### config.mk
export PLATFORM = sky130hd
export DESIGN_NAME = mem_io_bridge_flat
export DESIGN_NICKNAME = d
export VERILOG_FILES = /design/src/rtl/mem_io_bridge_pkg.sv /design/src/rtl/mem_io_bridge_if.sv /design/src/rtl/mem_io_bridge_byte_fifo.sv /design/src/rtl/mem_io_bridge.sv /design/src/flat_wrapper.sv
export SDC_FILE = /design/constraint.sdc
export NUM_CORES = 1
export LEC_CHECK = 0
export ABC_AREA = 1
export CORE_MARGIN = 10
export CORE_UTILIZATION = 45
export CTS_CLUSTER_DIAMETER = 60
export DETAILED_ROUTE_END_ITERATION = 12
export PLACE_DENSITY = 0.71
export SKIP_CTS_REPAIR_TIMING = 1
export SLEW_MARGIN = 20
export SYNTH_ARGS = -nofsm -noshare
export SYNTH_HDL_FRONTEND = slang
export SYNTH_HIERARCHICAL = 1
export SYNTH_SLANG_ARGS = --single-unit
### constraint.sdc
create_clock -name clk -period 4.4 [get_ports clk]
set_input_delay 0.88 -clock clk [delete_from_list [all_inputs] [get_ports clk]]
set_output_delay 0.88 -clock clk [all_outputs]
set_load 0.005 [all_outputs]
### src/rtl/mem_io_bridge_pkg.sv
// Shared definitions for the CPU memory/IO bridge: IO register offsets
// (counted down from the top of the address space), STATUS bit positions,
// register-select enum, STATUS layout and FIFO pointer width helper.
package io_bridge_pkg;

    // Offsets below 2^ADDR_WIDTH of the four IO bytes
    localparam int unsigned OFF_TX_DATA = 4;
    localparam int unsigned OFF_STATUS  = 3;
    localparam int unsigned OFF_RX_DATA = 2;
    localparam int unsigned OFF_TICK    = 1;

    // STATUS bit indices
    localparam int unsigned ST_TX_FULL     = 0;
    localparam int unsigned ST_TX_EMPTY    = 1;
    localparam int unsigned ST_RX_VALID    = 2;
    localparam int unsigned ST_RX_OVERRUN  = 3;
    localparam int unsigned ST_TX_OVERFLOW = 4;

    typedef enum logic [2:0] {
        IO_NONE,
        IO_TX_DATA,
        IO_STATUS,
        IO_RX_DATA,
        IO_TICK
    } io_reg_e;

    typedef struct packed {
        logic [2:0] zero;
        logic       tx_overflow;
        logic       rx_overrun;
        logic       rx_valid;
        logic       tx_empty;
        logic       tx_full;
    } status_t;

    // Pointer width for a power-of-two FIFO depth
    function automatic int unsigned ptr_width(input int unsigned depth);
        return (depth > 1) ? $clog2(depth) : 1;
    endfunction

endpackage

### src/rtl/mem_io_bridge_if.sv
// CPU memory port bundle.
//   master (cpu):    drives mem_raddr, mem_waddr, mem_data_in, mem_write
//   slave  (bridge): drives mem_data_out, mem_ready
interface mem_io_bridge_if #(
    parameter int unsigned ADDR_WIDTH = 9
);
    logic [ADDR_WIDTH-1:0] mem_raddr;
    logic [ADDR_WIDTH-1:0] mem_waddr;
    logic [7:0]            mem_data_in;
    logic                  mem_write;
    logic [7:0]            mem_data_out;
    logic                  mem_ready;

    modport master (
        output mem_raddr, mem_waddr, mem_data_in, mem_write,
        input  mem_data_out, mem_ready
    );

    modport slave (
        input  mem_raddr, mem_waddr, mem_data_in, mem_write,
        output mem_data_out, mem_ready
    );
endinterface

### src/rtl/mem_io_bridge_byte_fifo.sv
// byte_fifo: power-of-two depth byte FIFO with show-ahead head output.
// Ports: clk, rst_n (async active-low), push_i/din_i, pop_i, dout_o (head),
//        full_o, empty_o, count_o (occupancy).
// A push while full is accepted only if a pop happens in the same cycle.
module byte_fifo
    import io_bridge_pkg::*;
#(
    parameter int unsigned DEPTH = 8
) (
    input  logic                       clk,
    input  logic                       rst_n,
    input  logic                       push_i,
    input  logic [7:0]                 din_i,
    input  logic                       pop_i,
    output logic [7:0]                 dout_o,
    output logic                       full_o,
    output logic                       empty_o,
    output logic [ptr_width(DEPTH):0]  count_o
);
    localparam int unsigned PTR_W = ptr_width(DEPTH);
    localparam int unsigned CNT_W = PTR_W + 1;

    logic [7:0]       mem_q [DEPTH];
    logic [PTR_W-1:0] wr_ptr_q, wr_ptr_d;
    logic [PTR_W-1:0] rd_ptr_q, rd_ptr_d;
    logic [CNT_W-1:0] count_q, count_d;
    logic             do_push_c, do_pop_c;

    assign full_o    = (count_q == CNT_W'(DEPTH));
    assign empty_o   = (count_q == '0);
    assign count_o   = count_q;
    assign dout_o    = mem_q[rd_ptr_q];
    assign do_pop_c  = pop_i & ~empty_o;
    assign do_push_c = push_i & (~full_o | do_pop_c);

    // Pointer/occupancy next state; pointers wrap naturally at DEPTH
    always_comb begin
        wr_ptr_d = wr_ptr_q;
        rd_ptr_d = rd_ptr_q;
        count_d  = count_q + CNT_W'(do_push_c) - CNT_W'(do_pop_c);
        if (do_push_c) wr_ptr_d = wr_ptr_q + PTR_W'(1);
        if (do_pop_c)  rd_ptr_d = rd_ptr_q + PTR_W'(1);
    end

    always_ff @(posedge clk or negedge rst_n) begin
        if (!rst_n) begin
            wr_ptr_q <= '0;
            rd_ptr_q <= '0;
            count_q  <= '0;
        end else begin
            wr_ptr_q <= wr_ptr_d;
            rd_ptr_q <= rd_ptr_d;
            count_q  <= count_d;
        end
    end

    // Storage needs no reset; occupancy gates visibility
    always_ff @(posedge clk) begin
        if (do_push_c) mem_q[wr_ptr_q] <= din_i;
    end
endmodule

### src/rtl/mem_io_bridge.sv
// mem_io_bridge: routes the cpu byte bus to block RAM and four IO bytes at the
// top of the address space (TX_DATA, STATUS, RX_DATA, TICK).
// Ports: clk, reset_n (async active-low); cpu (mem_io_bridge_if.slave);
//        ram_raddr/ram_waddr/ram_din/ram_we/ram_dout to the RAM;
//        tx_data/tx_valid/tx_ready to the UART TX; rx_data/rx_strobe from UART RX.
// Optional: IO_BRIDGE_TICK_EN enables the TICK counter (else TICK reads 0).
module mem_io_bridge
    import io_bridge_pkg::*;
#(
    parameter int unsigned ADDR_WIDTH = 9,
    parameter int unsigned TX_DEPTH   = 8,
    parameter int unsigned TICK_DIV   = 12000
) (
    input  logic                  clk,
    input  logic                  reset_n,
    mem_io_bridge_if.slave        cpu,
    output logic [ADDR_WIDTH-1:0] ram_raddr,
    output logic [ADDR_WIDTH-1:0] ram_waddr,
    output logic [7:0]            ram_din,
    output logic                  ram_we,
    input  logic [7:0]            ram_dout,
    output logic [7:0]            tx_data,
    output logic                  tx_valid,
    input  logic                  tx_ready,
    input  logic [7:0]            rx_data,
    input  logic                  rx_strobe
);
    localparam logic [ADDR_WIDTH-1:0] ADDR_TOP = '1;

    function automatic io_reg_e decode(input logic [ADDR_WIDTH-1:0] a);
        io_reg_e r;
        r = IO_NONE;
        if (a == ADDR_TOP - ADDR_WIDTH'(OFF_TX_DATA - 1)) r = IO_TX_DATA;
        if (a == ADDR_TOP - ADDR_WIDTH'(OFF_STATUS - 1))  r = IO_STATUS;
        if (a == ADDR_TOP - ADDR_WIDTH'(OFF_RX_DATA - 1)) r = IO_RX_DATA;
        if (a == ADDR_TOP - ADDR_WIDTH'(OFF_TICK - 1))    r = IO_TICK;
        return r;
    endfunction

    io_reg_e rd_sel_c, wr_sel_c;
    logic    tx_push_c, tx_pop_c, tx_full_c, tx_empty_c;
    logic    sts_wr_c, rx_rd_c, rx_clr_c, tick_wr_c;
    logic [7:0] tick_c;
    status_t status_c;
    logic [ptr_width(TX_DEPTH):0] tx_count_unused;

    logic       mem_ready_q;
    logic       io_sel_q,  io_sel_d;
    logic [7:0] io_byte_q, io_byte_d;
    logic       rx_rd_prev_q;
    logic [7:0] rx_data_q, rx_data_d;
    logic       rx_valid_q, rx_valid_d;
    logic       rx_overrun_q, rx_overrun_d;
    logic       tx_overflow_q, tx_overflow_d;

    assign rd_sel_c  = decode(cpu.mem_raddr);
    assign wr_sel_c  = decode(cpu.mem_waddr);

    // RAM side is a straight pass-through; IO writes never reach the RAM
    assign ram_raddr = cpu.mem_raddr;
    assign ram_waddr = cpu.mem_waddr;
    assign ram_din   = cpu.mem_data_in;
    assign ram_we    = reset_n & cpu.mem_write & (wr_sel_c == IO_NONE);

    assign tx_push_c = cpu.mem_write & (wr_sel_c == IO_TX_DATA);
    assign tx_pop_c  = tx_valid & tx_ready;
    assign tx_valid  = ~tx_empty_c;
    assign sts_wr_c  = cpu.mem_write & (wr_sel_c == IO_STATUS);
    assign tick_wr_c = cpu.mem_write & (wr_sel_c == IO_TICK);

    // RX clear fires only on the first cycle of a run of RX_DATA reads
    assign rx_rd_c   = (rd_sel_c == IO_RX_DATA);
    assign rx_clr_c  = rx_rd_c & ~rx_rd_prev_q;

    byte_fifo #(.DEPTH(TX_DEPTH)) u_tx_fifo (
        .clk     (clk),
        .rst_n   (reset_n),
        .push_i  (tx_push_c),
        .din_i   (cpu.mem_data_in),
        .pop_i   (tx_pop_c),
        .dout_o  (tx_data),
        .full_o  (tx_full_c),
        .empty_o (tx_empty_c),
        .count_o (tx_count_unused)
    );

    always_comb begin
        status_c             = '0;
        status_c.tx_full     = tx_full_c;
        status_c.tx_empty    = tx_empty_c;
        status_c.rx_valid    = rx_valid_q;
        status_c.rx_overrun  = rx_overrun_q;
        status_c.tx_overflow = tx_overflow_q;
    end

    // Sticky flags, W1C, and the RX holding register
    always_comb begin
        rx_data_d     = rx_data_q;
        rx_valid_d    = rx_valid_q;
        rx_overrun_d  = rx_overrun_q;
        tx_overflow_d = tx_overflow_q;
        if (sts_wr_c && cpu.mem_data_in[ST_RX_OVERRUN])  rx_overrun_d  = 1'b0;
        if (sts_wr_c && cpu.mem_data_in[ST_TX_OVERFLOW]) tx_overflow_d = 1'b0;
        if (tx_push_c && tx_full_c && !tx_pop_c)         tx_overflow_d = 1'b1;
        if (rx_strobe) begin
            rx_data_d  = rx_data;
            rx_valid_d = 1'b1;
            if (rx_valid_q && !rx_clr_c) rx_overrun_d = 1'b1;
        end else if (rx_clr_c) begin
            rx_valid_d = 1'b0;
        end
    end

    // IO read byte captured alongside the RAM's own read cycle
    always_comb begin
        io_sel_d = (rd_sel_c != IO_NONE);
        case (rd_sel_c)
            IO_STATUS:  io_byte_d = status_c;
            IO_RX_DATA: io_byte_d = rx_data_q;
            IO_TICK:    io_byte_d = tick_c;
            default:    io_byte_d = 8'h00;
        endcase
    end

    always_ff @(posedge clk or negedge reset_n) begin
        if (!reset_n) begin
            mem_ready_q   <= 1'b0;
            io_sel_q      <= 1'b0;
            io_byte_q     <= 8'h00;
            rx_rd_prev_q  <= 1'b0;
            rx_data_q     <= 8'h00;
            rx_valid_q    <= 1'b0;
            rx_overrun_q  <= 1'b0;
            tx_overflow_q <= 1'b0;
        end else begin
            mem_ready_q   <= 1'b1;
            io_sel_q      <= io_sel_d;
            io_byte_q     <= io_byte_d;
            rx_rd_prev_q  <= rx_rd_c;
            rx_data_q     <= rx_data_d;
            rx_valid_q    <= rx_valid_d;
            rx_overrun_q  <= rx_overrun_d;
            tx_overflow_q <= tx_overflow_d;
        end
    end

    assign cpu.mem_ready    = mem_ready_q;
    assign cpu.mem_data_out = mem_ready_q ? (io_sel_q ? io_byte_q : ram_dout) : 8'h00;

`ifdef IO_BRIDGE_TICK_EN
    logic [31:0] presc_q, presc_d;
    logic [7:0]  tick_q, tick_d;

    // Prescaler divides clk by TICK_DIV; any TICK write restarts both stages
    always_comb begin
        presc_d = presc_q + 32'd1;
        tick_d  = tick_q;
        if (tick_wr_c) begin
            presc_d = '0;
            tick_d  = '0;
        end else if (presc_q == 32'(TICK_DIV - 1)) begin
            presc_d = '0;
            tick_d  = tick_q + 8'd1;
        end
    end

    always_ff @(posedge clk or negedge reset_n) begin
        if (!reset_n) begin
            presc_q <= '0;
            tick_q  <= '0;
        end else begin
            presc_q <= presc_d;
            tick_q  <= tick_d;
        end
    end

    assign tick_c = tick_q;
`else
    logic tick_unused;
    assign tick_c      = 8'h00;
    assign tick_unused = tick_wr_c | (TICK_DIV == 0);
`endif
endmodule

### src/flat_wrapper.sv
// flat-port wrapper written by rule: the top's interface ports become plain ports
module mem_io_bridge_flat import io_bridge_pkg::*;
#(
    parameter int unsigned ADDR_WIDTH = 9,
    parameter int unsigned TX_DEPTH   = 8,
    parameter int unsigned TICK_DIV   = 12000
)
  (clk, reset_n, ram_raddr, ram_waddr, ram_din, ram_we, ram_dout, tx_data, tx_valid, tx_ready, rx_data, rx_strobe, cpu_mem_raddr, cpu_mem_waddr, cpu_mem_data_in, cpu_mem_write, cpu_mem_data_out, cpu_mem_ready);
  mem_io_bridge_if #(.ADDR_WIDTH(ADDR_WIDTH)) cpu_i ();
  input  logic clk;
  input  logic reset_n;
  output logic [ADDR_WIDTH-1:0] ram_raddr;
  output logic [ADDR_WIDTH-1:0] ram_waddr;
  output logic [7:0] ram_din;
  output logic ram_we;
  input  logic [7:0] ram_dout;
  output logic [7:0] tx_data;
  output logic tx_valid;
  input  logic tx_ready;
  input  logic [7:0] rx_data;
  input  logic rx_strobe;
  input wire logic [$bits(cpu_i.mem_raddr)-1:0] cpu_mem_raddr;
  input wire logic [$bits(cpu_i.mem_waddr)-1:0] cpu_mem_waddr;
  input wire logic [$bits(cpu_i.mem_data_in)-1:0] cpu_mem_data_in;
  input wire logic [$bits(cpu_i.mem_write)-1:0] cpu_mem_write;
  output wire logic [$bits(cpu_i.mem_data_out)-1:0] cpu_mem_data_out;
  output wire logic [$bits(cpu_i.mem_ready)-1:0] cpu_mem_ready;
  assign cpu_i.mem_raddr = cpu_mem_raddr;
  assign cpu_i.mem_waddr = cpu_mem_waddr;
  assign cpu_i.mem_data_in = cpu_mem_data_in;
  assign cpu_i.mem_write = cpu_mem_write;
  assign cpu_mem_data_out = cpu_i.mem_data_out;
  assign cpu_mem_ready = cpu_i.mem_ready;
  mem_io_bridge #(.ADDR_WIDTH(ADDR_WIDTH), .TX_DEPTH(TX_DEPTH), .TICK_DIV(TICK_DIV)) u_core (.clk(clk), .reset_n(reset_n), .cpu(cpu_i), .ram_raddr(ram_raddr), .ram_waddr(ram_waddr), .ram_din(ram_din), .ram_we(ram_we), .ram_dout(ram_dout), .tx_data(tx_data), .tx_valid(tx_valid), .tx_ready(tx_ready), .rx_data(rx_data), .rx_strobe(rx_strobe));
endmodule
==> impl_metrics.toml <==
[status]
status = "finished, final reports clean"

[logic_synthesis]
synth_compound_gate_area_share_pct = 6.974
synth_adder_area_share_pct = 2.361
syn-num-nets = 512
synth_seq_cells = 96
synth.distinct_cells = 33
ys.warnings.count = 6
ys_seq_area_share_pct = 59.75
synth_top_family_by_area = "simple AND/OR/NAND/NOR gates"
synth_area_um2 = 4557
synth_cells = 457
synth_xor_area_share_pct = 0.9610
synthMuxAreaShare_pct = 0
yosys.area_share.simple_pct = 19.55
synth_area_per_cell_um2 = 9.971

[critical_path]
worst_setup_path_start_kind = "register"
cp_max_fo = 25
cp-end-kind = "output pin"
setup.worst_path.class = "register to output pin"
crit_path_start = "u_core/u_tx_fifo/rd_ptr_q[0]$_DFFE_PN0N_"
worstReg2RegStart = "u_core/u_tx_fifo/count_o[2]$_DFF_PN0_"
worstPathArrival_ns = 2.45
worstPathRequired_ns = 3.52

[min_path]
hold_path_class = "register to register"
hp-start = "u_core/rx_data_q[5]$_DFFE_PN0P_"

[die]
num_rows = 36
fp.coreArea_um2 = 9819
initial_core_util_pct = 46.41
die_h_um = 120.6
pin_count = 92
dieArea_um2 = 14550
die-width_um = 120.6

[placement]
place_congestion = 0.7909
dp_worst_setup_slack_ns = 1.065
place_hpwl_mm = 7.295
port_buffers = 91
dp_cells = 649

[sta]
max_freq_mhz = 300.3
timing.final.hold_violations = 0
post-route-min-period_ns = 3.330
worst_slew_pin_slew_ns = 0.8260
tns_ns = 0
setup_viol = 0
rsz0062_at_grt = "false"
skew_ns = 0.01755
slew_headroom_pct = 44.73
setup_slack_ns = 1.070
slew_violations = 0
fin_crit_sh_pct = 75.69

[detailed_routing]
vias = 3222
viasPerCell = 4.845
drtIter0Drc = 238
drt-total-wl_mm = 10.17
drc = 0
drt-pass1-iter-count = 4
avgRoutedWirePerCell_um = 15.30
antenna_left = 0

[cts]
clk_latency_ns = 0.37
cts_buffer_depth = 2
clock_sinks = 96
htreeDepth = 3
cts-root-buf = "clkbuf_8"
cts_tree = "yes"
clk_pin_slew_ns = 0.09
numCtsBuffers = 9

[grt]
grt-ovfl-total = 0
grt-busiest-layer = "met2"
antenna_found_initial = 0
use_met3_pct = 3.816
grtUsageMet1_pct = 15.96
grt_usage_pct = 13.99
grt_pass1_wl_mm = 16.35
grt_pass1_vias = 3327
grt_use_met2_pct = 24.66
grt_max_degree = 33

[pwr]
power.density_nw_per_um2 = 447.5
vdd_drop_max_mv = 0.2323
leakage_nw = 2.335
total_power_mw = 2.501

[finish]
diodes = 0
nets = 582
num-fill-cells = 875
final_util_pct = 56.92
area_growth_syn_to_layout_pct = 22.65
drive_gt1_share_pct = 7.707
stdcell_count = 665

[job]
maxCapViolCount = 0
power by group:
group | internal [mW] | leakage, nW | switching [mW]
logic | 0.403 | 1.28 | 0.470
clock network | 0.216 | 0.0871 | 0.323
registers | 1.01 | 0.973 | 0.0807
critical path: stages (launching register included):
cell and delay (ns):
dfrtp_1 0.54, buf_4 0.30, inv_4 0.25, nand2_1 0.08
nand2_1 0.06, nand2_1 0.04, o21ai_1 0.11, nand2_1 0.06
nand2_1 0.10, clkdlybuf4s50_1 0.53
cells in the mapped netlist:
cell type	n	area share, %
nand2_4	3	0.74
nand4_1	4	0.55
clkbuf_1	1	0.082
inv_4	1	0.14
nor3b_1	1	0.16
fa_1	1	0.44
inv_2	1	0.082
buf_2	7	0.77
dfrtp_1	32	18
nand2_2	3	0.41
xnor2_1	2	0.38
nor3b_4	1	0.41
nor2_2	3	0.41
o21ai_1	8	0.88
a21oi_1	2	0.22
xor2_1	3	0.58
edfxtp_1	64	42
a21o_1	1	0.16
nand3_4	2	0.77
clkinv_1	1	0.082
nand2_1	108	8.9
buf_4	28	4.6
nor2_1	60	4.9
nor2_4	2	0.49
buf_6	4	0.99
conb_1	1	0.082
inv_1	42	3.5
o211ai_1	8	1.3
clkinv_2	1	0.11
o21ai_0	35	3.8
nand3_1	16	1.8
ha_1	7	1.9
o22ai_1	4	0.55
path summary, 6_finish.rpt:
check                                                               to  slack, ns  depth (start not counted)
min in group asynchronous        u_core/u_tx_fifo/count_o[2]$_DFF_PN0_       0.94                          2
max in group asynchronous        u_core/u_tx_fifo/count_o[1]$_DFF_PN0_       3.14                          2
worst min register to register           u_core/io_byte_q[5]$_DFF_PN0_       0.50                          2
worst max-delay path                                        tx_data[1]       1.07                          9
worst min-delay path                     u_core/io_byte_q[5]$_DFF_PN0_       0.50                          2
worst max register to register  u_core/u_tx_fifo/mem_q[7][3]$_DFFE_PP_       1.99                         11
logic make-up after synthesis:
kind of cell	after synthesis
flip-flops	96
AND/OR/NAND/NOR	203
XOR/XNOR	5
adder cells (fa/ha/maj)	8
buffers and inverters	86
other	1
AO/OA/AOI/OAI	58
layout by cell type, fill, tap and decap left out, drive strengths merged:
master / instances
nand4: 4
conb: 1
clkinv: 3
fa: 1
xnor2: 2
ha: 7
nand2: 114
edfxtp: 64
clkinvlp: 3
o22ai: 4
inv: 47
nand3: 18
a21o: 1
buf: 8
clkbuf: 9
nor2: 65
nor3b: 2
dfrtp: 32
xor2: 3
o21ai: 43
a21oi: 2
o211ai: 8
clkdlybuf4s50: 91
layout make-up:
type,instances,area (um2),share of cell area [%]
Multi-Input combinational cell,275,1364,24.40
Sequential cell,96,2723,48.71
Inverter,46,176.4,3.156
Clock inverter,7,65.06,1.164
Clock buffer,9,123.9,2.216
Timing Repair Buffer,99,970.9,17.37
Tap cell,133,166.4,2.977
registers in the layout, summed over array words and instances, names as in the netlist:
name and cells:
u_core/tx_overflow_q 1, u_core/io_sel_q 1, u_core/rx_overrun_q 1, u_core/rx_valid_q 1
u_core/u_tx_fifo/mem_q 64, u_core/cpu.mem_ready 1, u_core/u_tx_fifo/count_o 4, u_core/rx_data_q 8
u_core/u_tx_fifo/rd_ptr_q 3, u_core/io_byte_q 8, u_core/u_tx_fifo/wr_ptr_q 3, u_core/rx_rd_prev_q 1
routing by layer:
layer | up-vias | part of all wire [%]
met5 | - | 0
met1 | 1530 | 42
met2 | 77 | 52
met4 | 0 | 0.91
li1 | 1608 | -
met3 | 7 | 5.1
stage by stage:
| step | hold WS, ns | area, um2 |
|---|---|---|
| finish | 0.5026 | 5589 |
| global route | 0.5381 | 5589 |
| CTS | 0.5037 | 5589 |
| detailed placement | 0.4826 | 5400 |
| global placement | 0.4722 | 5400 |
| floorplan | 0.4569 | 4557 |
No activity file was read; power rests on OpenSTA's default activity.
